### src/rtl/ask_mlevel_keying_controller_pkg.sv
`default_nettype none
// ============================================================================
// Module      : ask_pkg
// Description : Shared types and helpers for the ASK keying controller:
//               controller state encoding, the level-spacing calculation
//               and the slew-limited ramp step.
// Revision    : 1.0 - initial release
// ============================================================================
package ask_pkg;

   // Controller states. The encoding is fixed so it stays stable across
   // blocks that decode it from a status register.
   typedef enum logic [2:0] {
      ST_IDLE  = 3'd0,
      ST_OOK   = 3'd1,
      ST_RAMP  = 3'd2,
      ST_HOLD  = 3'd3,
      ST_DRAIN = 3'd4
   } ask_state_e;

   // Spacing between adjacent amplitude levels so that the top level lands
   // as close to full scale as integer division allows.
   function automatic int unsigned level_step(input int unsigned bits_per_sym,
                                              input int unsigned amp_w);
      int unsigned full_scale;
      int unsigned n_gaps;
      full_scale = (32'd1 << amp_w) - 32'd1;
      n_gaps     = (32'd1 << bits_per_sym) - 32'd1;
      return full_scale / n_gaps;
   endfunction

   // One slew-limited step of amp toward target. Working on the distance
   // to the target instead of amp+step keeps the arithmetic from wrapping.
   function automatic int unsigned ramp_next(input int unsigned amp,
                                             input int unsigned target,
                                             input int unsigned step);
      int unsigned result;
      result = amp;
      if (amp < target) begin
         result = ((target - amp) > step) ? (amp + step) : target;
      end else if (amp > target) begin
         result = ((amp - target) > step) ? (amp - step) : target;
      end
      return result;
   endfunction

endpackage
`default_nettype wire

### src/rtl/ask_mlevel_keying_controller_bit_synchronizer.sv
`default_nettype none
// ============================================================================
// Module      : bit_synchronizer
// Description : Multi-flop synchroniser for a single asynchronous bit.
//               Asynchronous active-high reset clears the whole chain.
// Ports       : clk      - destination clock
//               reset    - asynchronous, active-high
//               i_async  - asynchronous input bit
//               o_sync   - input bit after STAGES destination-clock flops
// Revision    : 1.0 - initial release
// ============================================================================
module bit_synchronizer #(
   parameter int STAGES = 2
) (
   input  logic clk,
   input  logic reset,
   input  logic i_async,
   output logic o_sync
);

   logic [STAGES-1:0] r_chain;

   always_ff @(posedge clk or posedge reset) begin
      if (reset) begin
         r_chain <= '0;
      end else begin
         r_chain <= {r_chain[STAGES-2:0], i_async};
      end
   end

   assign o_sync = r_chain[STAGES-1];

endmodule
`default_nettype wire

### src/rtl/ask_mlevel_keying_controller.sv
`default_nettype none
// ============================================================================
// Module      : ask_mlevel_keying_controller
// Description : Amplitude-word generator for the ASK carrier multiplier.
//               Legacy OOK from an asynchronous key, or M-ASK from a
//               valid/ready symbol stream with fixed symbol length.
//               All amplitude changes are slew-limited by RAMP_STEP.
// Ports       : clk        - clock
//               reset      - asynchronous, active-high
//               enable     - run request; mode sampled only while idle
//               mode       - 0 = OOK from key_in, 1 = M-ASK symbol stream
//               key_in     - asynchronous OOK key
//               sym_valid  - symbol available
//               sym_data   - symbol code 0..2^BITS_PER_SYM-1
//               sym_ready  - symbol accepted when sym_valid & sym_ready
//               amp_out    - registered amplitude word
//               sym_strobe - one-cycle pulse per accepted symbol
//               underrun   - one-cycle pulse when a slot ends with no symbol
//               busy       - controller not idle
// Revision    : 1.0 - initial release
// ============================================================================
module ask_mlevel_keying_controller #(
   parameter int BITS_PER_SYM = 2,
   parameter int AMP_W        = 8,
   parameter int SYM_CYCLES   = 8,
   parameter int RAMP_STEP    = 32,
   parameter int SYNC_STAGES  = 2
) (
   input  logic                    clk,
   input  logic                    reset,
   input  logic                    enable,
   input  logic                    mode,
   input  logic                    key_in,
   input  logic                    sym_valid,
   input  logic [BITS_PER_SYM-1:0] sym_data,
   output logic                    sym_ready,
   output logic [AMP_W-1:0]        amp_out,
   output logic                    sym_strobe,
   output logic                    underrun,
   output logic                    busy
);

   import ask_pkg::*;

   localparam int unsigned c_levels     = 32'd1 << BITS_PER_SYM;
   localparam int unsigned c_level_step = level_step(BITS_PER_SYM, AMP_W);
   localparam logic [AMP_W-1:0] c_amp_max = AMP_W'((c_levels - 32'd1) * c_level_step);

   localparam int c_timer_w = (SYM_CYCLES > 1) ? $clog2(SYM_CYCLES) : 1;
   localparam logic [c_timer_w-1:0] c_timer_last = c_timer_w'(SYM_CYCLES - 1);

   localparam logic [2:0] c_st_idle  = ST_IDLE;
   localparam logic [2:0] c_st_ook   = ST_OOK;
   localparam logic [2:0] c_st_ramp  = ST_RAMP;
   localparam logic [2:0] c_st_hold  = ST_HOLD;
   localparam logic [2:0] c_st_drain = ST_DRAIN;

   logic [2:0]           r_state;
   logic [AMP_W-1:0]     r_amp;
   logic [AMP_W-1:0]     r_target;
   logic [c_timer_w-1:0] r_timer;
   logic                 r_sym_strobe;
   logic                 r_underrun;

   logic [2:0]           w_state_nxt;
   logic [AMP_W-1:0]     w_amp_nxt;
   logic [AMP_W-1:0]     w_target_nxt;
   logic [c_timer_w-1:0] w_timer_nxt;
   logic                 w_strobe_nxt;
   logic                 w_underrun_nxt;
   logic                 w_ready;
   logic                 w_accept;
   logic                 w_in_symbol;
   logic                 w_sym_end;
   logic                 w_key_sync;
   logic [AMP_W-1:0]     w_level;

   // ------------------------------------------------------------------------
   // Key synchroniser: runs in every state so the OOK path sees a settled
   // key as soon as it is entered.
   // ------------------------------------------------------------------------
   bit_synchronizer #(
      .STAGES (SYNC_STAGES)
   ) u_key_sync (
      .clk     (clk),
      .reset   (reset),
      .i_async (key_in),
      .o_sync  (w_key_sync)
   );

   assign w_level = AMP_W'(32'(sym_data) * c_level_step);

   // ------------------------------------------------------------------------
   // Next-state logic. Target is resolved first, then the ramp step is taken
   // toward the target being loaded on this same edge, so a newly accepted
   // symbol moves amp_out on the very next edge, even from mid-ramp.
   // ------------------------------------------------------------------------
   always_comb begin
      w_state_nxt    = r_state;
      w_target_nxt   = r_target;
      w_timer_nxt    = r_timer;
      w_strobe_nxt   = 1'b0;
      w_underrun_nxt = 1'b0;
      w_ready        = 1'b0;
      w_accept       = 1'b0;
      w_in_symbol    = (r_state == c_st_ramp) || (r_state == c_st_hold);
      w_sym_end      = w_in_symbol && (r_timer == c_timer_last);

      case (r_state)
         c_st_idle: begin
            w_target_nxt = '0;
            w_timer_nxt  = '0;
            w_ready      = enable && mode;
            if (enable && !mode) begin
               w_state_nxt = c_st_ook;
            end
         end

         c_st_ook: begin
            if (!enable) begin
               w_target_nxt = '0;
               w_state_nxt  = c_st_drain;
            end else begin
               w_target_nxt = w_key_sync ? c_amp_max : '0;
            end
         end

         c_st_ramp, c_st_hold: begin
            if (w_sym_end) begin
               // The running symbol is always completed; only at its last
               // cycle is the next one requested or the output wound down.
               w_ready = enable;
               if (!enable) begin
                  w_target_nxt = '0;
                  w_state_nxt  = c_st_drain;
               end else if (!sym_valid) begin
                  w_underrun_nxt = 1'b1;
                  w_target_nxt   = '0;
                  w_state_nxt    = c_st_drain;
               end
            end else begin
               w_timer_nxt = r_timer + c_timer_w'(1);
            end
         end

         c_st_drain: begin
            w_target_nxt = '0;
            if (r_amp == '0) begin
               w_state_nxt = c_st_idle;
            end
         end

         default: begin
            w_target_nxt = '0;
            w_state_nxt  = c_st_drain;
         end
      endcase

      w_accept = w_ready && sym_valid;
      if (w_accept) begin
         w_target_nxt = w_level;
         w_timer_nxt  = '0;
         w_strobe_nxt = 1'b1;
      end

      w_amp_nxt = AMP_W'(ramp_next(32'(r_amp), 32'(w_target_nxt), 32'(RAMP_STEP)));

      if (w_accept || (w_in_symbol && !w_sym_end)) begin
         w_state_nxt = (w_amp_nxt == w_target_nxt) ? c_st_hold : c_st_ramp;
      end
   end

   always_ff @(posedge clk or posedge reset) begin
      if (reset) begin
         r_state      <= c_st_idle;
         r_amp        <= '0;
         r_target     <= '0;
         r_timer      <= '0;
         r_sym_strobe <= 1'b0;
         r_underrun   <= 1'b0;
      end else begin
         r_state      <= w_state_nxt;
         r_amp        <= w_amp_nxt;
         r_target     <= w_target_nxt;
         r_timer      <= w_timer_nxt;
         r_sym_strobe <= w_strobe_nxt;
         r_underrun   <= w_underrun_nxt;
      end
   end

   // sym_ready is decoded from state, timer, enable and mode only. Reset
   // gates it so it drops at once even if enable/mode are held high.
   assign sym_ready  = w_ready && !reset;
   assign amp_out    = r_amp;
   assign sym_strobe = r_sym_strobe;
   assign underrun   = r_underrun;
   assign busy       = (r_state != c_st_idle);

endmodule
`default_nettype wire

### config.mk
export PLATFORM = sky130hd
export DESIGN_NAME = ask_mlevel_keying_controller
export DESIGN_NICKNAME = d
export VERILOG_FILES = /design/src/rtl/ask_mlevel_keying_controller_pkg.sv /design/src/rtl/ask_mlevel_keying_controller_bit_synchronizer.sv /design/src/rtl/ask_mlevel_keying_controller.sv
export SDC_FILE = /design/constraint.sdc
export NUM_CORES = 1
export LEC_CHECK = 0
export ABC_AREA = 1
export ABC_CLOCK_PERIOD_IN_PS = 3800
export CAP_MARGIN = 5
export CORE_ASPECT_RATIO = 0.8
export CORE_MARGIN = 2
export CORE_UTILIZATION = 35
export CTS_CLUSTER_DIAMETER = 60
export DETAILED_ROUTE_END_ITERATION = 12
export SYNTH_ARGS = -nofsm -noshare
export SYNTH_HDL_FRONTEND = slang
export SYNTH_SLANG_ARGS = --single-unit
### constraint.sdc
create_clock -name clk -period 3.8 [get_ports clk]
set_input_delay 0.38 -clock clk [delete_from_list [all_inputs] [get_ports clk]]
set_output_delay 0.38 -clock clk [all_outputs]
set_load 0.005 [all_outputs]
Word level (Yosys, flattened, before mapping):

Cells that the tools add are included.

* flip-flop bits (word level): 26
* input bits: 8
* output and inout port bits: 12

* add/sub/neg operators: 5
* $lt $le $gt $ge: 4
* reduce and logical (&&, ||, !) cells: 18
* multipliers: 1
* mux-type cells: 30
* equality and inequality tests: 12

Operators with widths (number)
* two-way mux 8 bit: 10
* > comparator 32 x 6 -> 1 bit, second input constant: 2
* two-way mux 3 bit: 9
* subtractor 8 x 8 -> 9 bit: 2
* one-hot mux 8 bit (2 select lines): 1
* != test 3 bit, second input constant: 5
* one-hot mux 3 bit (4 select lines): 1
* adder 8 x 6 -> 8 bit, second input constant: 1
* equality test 8 bit: 1
* > comparator 8 bit: 1
* logical NOT 8 bit: 1
* less-than comparator 8 bit: 1
* multiplier 2 x 7 -> 8 bit, second input constant: 1
* subtractor 8 x 6 -> 8 bit, second input constant: 1
* two-way mux 1 bit: 7
* equality test 3 x 2 -> 1 bit, second input constant: 2
* equality test 3 bit, second input constant: 2
* logical AND 1 bit: 6
* one-hot mux 3 bit (2 select lines): 1
* nonzero test 3 bit: 2
* AND reduction 5 bit: 1
* != test 4 bit, second input constant: 1
* adder 3 x 1 -> 3 bit, second input constant: 1
* equality test 3 x 1 -> 1 bit, second input constant: 1
* 6 further kinds: 9

Longest topological paths before layout:

* depth after elaboration: 15
* depth in mapped cells: 30
* gate-level depth less buffers: 29

Hierarchy:

From an unflattened synthesis, not the netlist that was laid out.

* cell total of the unflattened synthesis: 403
* area, all modules: 2733.9 um2

By module, submodules not included
* ask_mlevel_keying_controller: cells an instance 400, area each 2680.1 um2, instances 1
* bit_synchronizer: cells an instance 3, area each 53.8 um2, instances 1

Least setup slack after synthesis:

OpenSTA, ideal clock, no wires.

* path kind: reg-to-reg
* start point: register r_timer[0]
* end point: register r_state[0]
* slack: 483 ps
* clock period less this slack: 3317 ps
* setup time: 73 ps
* path buffers: 1
* data required time: 3727 ps
* stages on the path, launching flop included: 27
* data arrival time: 3244 ps
* path through: dfrtp_1 ha_1 ha_1 nand3_2 nand2_1 nand2_1 buf_6 nor2_1 a31oi_2 ha_1 nand2_1 inv_1 a21oi_1 nand2_1 nand2_1 nand2_1 nor2_8 nand3_4 nand2_1 nand3_1 nand2_2 nand2_1 nand2_1 nand2_1 nor2_1 nand3_1 a21oi_2

* longest elaborated chain between the ends: 14
* elaborated cells between the ends (all ways): 30

RTL lines
* start: declaration: RTL line ask_mlevel_keying_controller.sv:61 `logic [c_timer_w-1:0] r_timer;`
* start signal: assignment: RTL line ask_mlevel_keying_controller.sv:185 `r_timer <= w_timer_nxt;`
* equality test 3 bit *: RTL line ask_mlevel_keying_controller.sv:107 `w_sym_end = w_in_symbol && (r_timer == c_timer_last);`
* logical AND 1 bit *: RTL line ask_mlevel_keying_controller.sv:107
* two-way mux 1 bit: RTL line ask_mlevel_keying_controller.sv:129 `if (w_sym_end) begin`
* one-hot mux 1 bit (2 select lines): RTL line ask_mlevel_keying_controller.sv:109 `case (r_state)`
* logical AND 1 bit: RTL line ask_mlevel_keying_controller.sv:159 `w_accept = w_ready && sym_valid;`
* two-way mux 8 bit *: RTL line ask_mlevel_keying_controller.sv:160 `if (w_accept) begin`
* named net w_target_nxt[6]: RTL line ask_mlevel_keying_controller.sv:67 `logic [AMP_W-1:0] w_target_nxt;`
* subtractor 8 x 8 -> 9 bit: RTL line ask_mlevel_keying_controller_pkg.sv:42 `result = ((amp - target) > step) ? (amp - step) : target;`
* > comparator 32 x 6 -> 1 bit: RTL line ask_mlevel_keying_controller_pkg.sv:42
* two-way mux 8 bit: RTL line ask_mlevel_keying_controller_pkg.sv:42
* two-way mux 8 bit: RTL line ask_mlevel_keying_controller_pkg.sv:41 `end else if (amp > target) begin`
* two-way mux 8 bit *: RTL line ask_mlevel_keying_controller_pkg.sv:39 `if (amp < target) begin`
* named net w_amp_nxt[4]: RTL line ask_mlevel_keying_controller.sv:66 `logic [AMP_W-1:0] w_amp_nxt;`
* equality test 8 bit *: RTL line ask_mlevel_keying_controller.sv:169 `w_state_nxt = (w_amp_nxt == w_target_nxt) ? c_st_hold : c_st_ramp;`
* two-way mux 1 bit *: RTL line ask_mlevel_keying_controller.sv:169
* two-way mux 3 bit *: RTL line ask_mlevel_keying_controller.sv:168 `if (w_accept || (w_in_symbol && !w_sym_end)) begin`
* end signal: assignment: RTL line ask_mlevel_keying_controller.sv:175 `r_state <= c_st_idle;`
* end signal: assignment: RTL line ask_mlevel_keying_controller.sv:182 `r_state <= w_state_nxt;`
* end: declaration: RTL line ask_mlevel_keying_controller.sv:58 `logic [2:0] r_state;`

Mark *: on every way through the listed nets, which the timed path passes. The rest lies on a longest branch.
A chain may end at the register's enable or synchronous reset.

Worst setup path in the final report:

* start point: register r_state[1]
* end point: register r_state[0]

* longest elaborated chain between the ends: 15
* elaborated cells between the ends (all ways): 37

RTL lines
* equality test 3 x 2 -> 1 bit: RTL line ask_mlevel_keying_controller.sv:106, ask_mlevel_keying_controller.sv:109
* logical OR 1 bit: RTL line ask_mlevel_keying_controller.sv:106 `w_in_symbol = (r_state == c_st_ramp) || (r_state == c_st_hold);`
* logical AND 1 bit: RTL line ask_mlevel_keying_controller.sv:107
* two-way mux 1 bit: RTL line ask_mlevel_keying_controller.sv:129
* one-hot mux 1 bit (2 select lines): RTL line ask_mlevel_keying_controller.sv:109
* logical AND 1 bit: RTL line ask_mlevel_keying_controller.sv:159
* two-way mux 8 bit *: RTL line ask_mlevel_keying_controller.sv:160
* named net w_target_nxt[1]: RTL line ask_mlevel_keying_controller.sv:67
* subtractor 8 x 8 -> 9 bit: RTL line ask_mlevel_keying_controller_pkg.sv:42
* > comparator 32 x 6 -> 1 bit: RTL line ask_mlevel_keying_controller_pkg.sv:42
* two-way mux 8 bit: RTL line ask_mlevel_keying_controller_pkg.sv:42
* two-way mux 8 bit: RTL line ask_mlevel_keying_controller_pkg.sv:41
* two-way mux 8 bit *: RTL line ask_mlevel_keying_controller_pkg.sv:39
* named net w_amp_nxt[4]: RTL line ask_mlevel_keying_controller.sv:66
* equality test 8 bit *: RTL line ask_mlevel_keying_controller.sv:169
* two-way mux 1 bit *: RTL line ask_mlevel_keying_controller.sv:169
* two-way mux 3 bit *: RTL line ask_mlevel_keying_controller.sv:168

Marked as above.

==> impl_metrics.env <==
export IMPL_timing_final_crit_share=0.938
export IMPL_viasPerCell=4.99
export IMPL_drt_iter0_drc=193
export IMPL_tightest_slew_ns=0.989
export IMPL_grt_pass1_wl_um=12200
export IMPL_fp_dieW_um=98.9
export IMPL_portBuffers=19
export IMPL_startpoint_type="flop"
export IMPL_synth_cell_area_mm2=0.00252
export IMPL_r2r_slack_ns=0.24
export IMPL_synth_seq_area_share=0.258
export IMPL_syn_instance_count=382
export IMPL_crit_required_ns=4.01
export IMPL_arrival_ns=3.77
export IMPL_clkSinkCount=26
export IMPL_die_y_um=80.0
export IMPL_wl_um=7400
export IMPL_rows=27
export IMPL_drc_errors=0
export IMPL_gr_usage_all_layers=0.189
export IMPL_overflow=0
export IMPL_synth_seq_cells=26
export IMPL_cpMostUsedCell="nand2_1"
export IMPL_die_area_mm2=0.00791
export IMPL_setup_viol=0
export IMPL_post_route_util=0.500
export IMPL_clock_skew_ns=0.00359
export IMPL_critPathKind="reg2reg"
export IMPL_clk_latency_ns=0.27
export IMPL_hpwl_um=5980
export IMPL_synth_top_area_frac=0.258
export IMPL_drive_gt1_frac=0.255
export IMPL_cp_end_kind="flop"
export IMPL_nNetsFinal=488
export IMPL_ys_warn_count=0
export IMPL_cpMaxStageDelayCell="dfrtp_2"
export IMPL_synth_avg_cell_area_um2=6.61
export IMPL_vias=2720
export IMPL_status="finished clean"
export IMPL_ios=20
export IMPL_worst_path_buf_inv=3
export IMPL_period_minus_slack_ns=3.56
export IMPL_path_clk_slew_ns=0.10
export IMPL_core_area_mm2=0.00693
export IMPL_h_tree_depth=1
export IMPL_cts_tree="built"
export IMPL_slew_headroom=0.340
export IMPL_first_global_vias=2490
export IMPL_antenna_left=0
export IMPL_fmax_ghz=0.281
export IMPL_globalplace_congestion=0.949
export IMPL_clock_path_buffers=2
export IMPL_ys_top_cells_by_area="dfrtp_1 26%, nand2_1 17%, nand3_1 12%, ha_1 9.9%, inv_1 7.9%"
export IMPL_syn2layout_area_growth_pct=37.1
export IMPL_antenna_found_initial=0
export IMPL_cap_violations=0
export IMPL_syn_nets=411
export IMPL_hold_viol=0
export IMPL_worstPathMaxFanout=8
export IMPL_firstDrtPassIters=5
export IMPL_slowest_delay_ns=0.44
export IMPL_wl_per_cell_um=13.6
export IMPL_path_delay_family="simple AND/OR/NAND/NOR gates"
export IMPL_grt_max_degree=27
export IMPL_start_util=0.364
export IMPL_synth_area_leader_cell="dfrtp_1"
export IMPL_hold_class="reg2reg"
export IMPL_synthDistinctLibCells=32
export IMPL_diodes=0
export IMPL_numCtsBuffers=3
export IMPL_drv_slew=0
export IMPL_cts_root_buf="clkbuf_8"
==> layer usage <==
layer  global-route usage  up-vias  routed length (um)
li1                     -     1389                   -
met1                0.302     1225                3860
met2                0.276      100                3080
met3               0.0236        6                 428
met4               0.0192        0                  36
met5                    0        -                   0
==> through the flow <==
step	setup slack [ns]	instance area (um2)	cells	hold slack, ns	TNS (ns)
4_1_cts	0.0553	3260	539	0.358	0
5_1_grt	-0.0258	3460	545	0.363	-0.0258
3_3_place_gp	-0.231	3180	535	0.334	-0.231
2_1_floorplan	0.483	2520	382	0.331	0
3_5_place_dp	-0.253	3180	535	0.336	-0.253
6_report	0.237	3460	545	0.357	0
==> synth_stat cells <==
library cell,count
nand3_2,3
nor2_8,2
nor2_2,4
a21oi_1,12
inv_1,53
nand2_4,1
o21ai_0,3
nand3_1,58
xnor2_1,1
nand3_4,1
buf_2,2
a21oi_2,3
inv_2,9
fa_1,1
o31ai_1,2
nand4_1,15
o21ai_2,1
nand2_1,114
nand2_2,9
o22ai_1,1
buf_6,3
o21ai_1,4
dfrtp_1,26
nor2_4,2
o211ai_1,1
o21bai_1,2
xor2_1,1
ha_1,20
a31oi_1,2
a31oi_2,1
nor2_1,24
nor3_1,1
==> registers in the layout, summed over array words and instances, names as in the netlist <==
name and count:
r_target 8, u_key_sync.r_chain 2, underrun 1, sym_strobe 1
amp_out 8, r_state 3, r_timer 3
==> cell usage in the layout, fill, tap and decap left out, drive strengths merged, types with 2 or more instances in the layout <==
| master | instances |
|---|---|
| buf | 58 |
| ha | 20 |
| clkbuf | 3 |
| inv | 62 |
| o21bai | 2 |
| nand2 | 124 |
| dfrtp | 26 |
| o31ai | 2 |
| nand4 | 15 |
| nor2 | 32 |
| clkdlybuf4s50 | 18 |
| o21ai | 8 |
| a21oi | 15 |
| nand3 | 62 |
| a31oi | 3 |
==> worst paths after layout <==
check                                                 from                              end  cells past startpoint
min in group asynchronous                            reset             sym_strobe$_DFF_PP0_                      2
max                                 r_state[1]$_DFFE_PP0P_           r_state[0]$_DFFE_PP0P_                     28
max in group asynchronous                            reset           r_state[1]$_DFFE_PP0P_                      2
max reg2reg                         r_state[1]$_DFFE_PP0P_           r_state[0]$_DFFE_PP0P_                     28
min                        u_key_sync.r_chain[0]$_DFF_PP0_  u_key_sync.r_chain[1]$_DFF_PP0_                      0
min reg2reg                u_key_sync.r_chain[0]$_DFF_PP0_  u_key_sync.r_chain[1]$_DFF_PP0_                      0
==> kinds of logic (layout without fill, tap and decap cells) <==
logic type               count (synthesis)  count (layout)  synth area share
AND/OR/NAND/NOR                        234             234             0.440
buffers and inverters                   67             143             0.110
AO/OA/AOI/OAI                           32              32            0.0788
flip-flops                              26              26             0.258
adder cells (fa/ha/maj)                 21              21             0.107
XOR/XNOR                                 2               2           0.00694
==> final cells by class <==
class	count	area [um2]
Fill cell	660	3470
Inverter	62	233
Sequential cell	26	652
Clock inverter	1	30.0
Tap cell	87	109
Multi-Input combinational cell	289	1730
Timing Repair Buffer	77	666
Clock buffer	3	41.3
==> worst register-to-register path, delay by kind of cell, from the launching register on <==
kind	cells	cell delay [ns]
AND/OR/NAND/NOR	23	2.30
flip-flops	1	0.44
buffers and inverters	3	0.39
adder cells (fa/ha/maj)	1	0.28
AO/OA/AOI/OAI	1	0.12
==> what timing repair did <==
item                       in CTS  in global routing
gates resized for setup         1                 28
pin swaps                       0                  7
setup endpoints to repair       1                  1
hold buffers                    0                  0
buffers inserted                0                  6
Power is left out: the tool's default activity adds up to more than one toggle a clock period on the data nets, which glitch-free logic cannot reach.
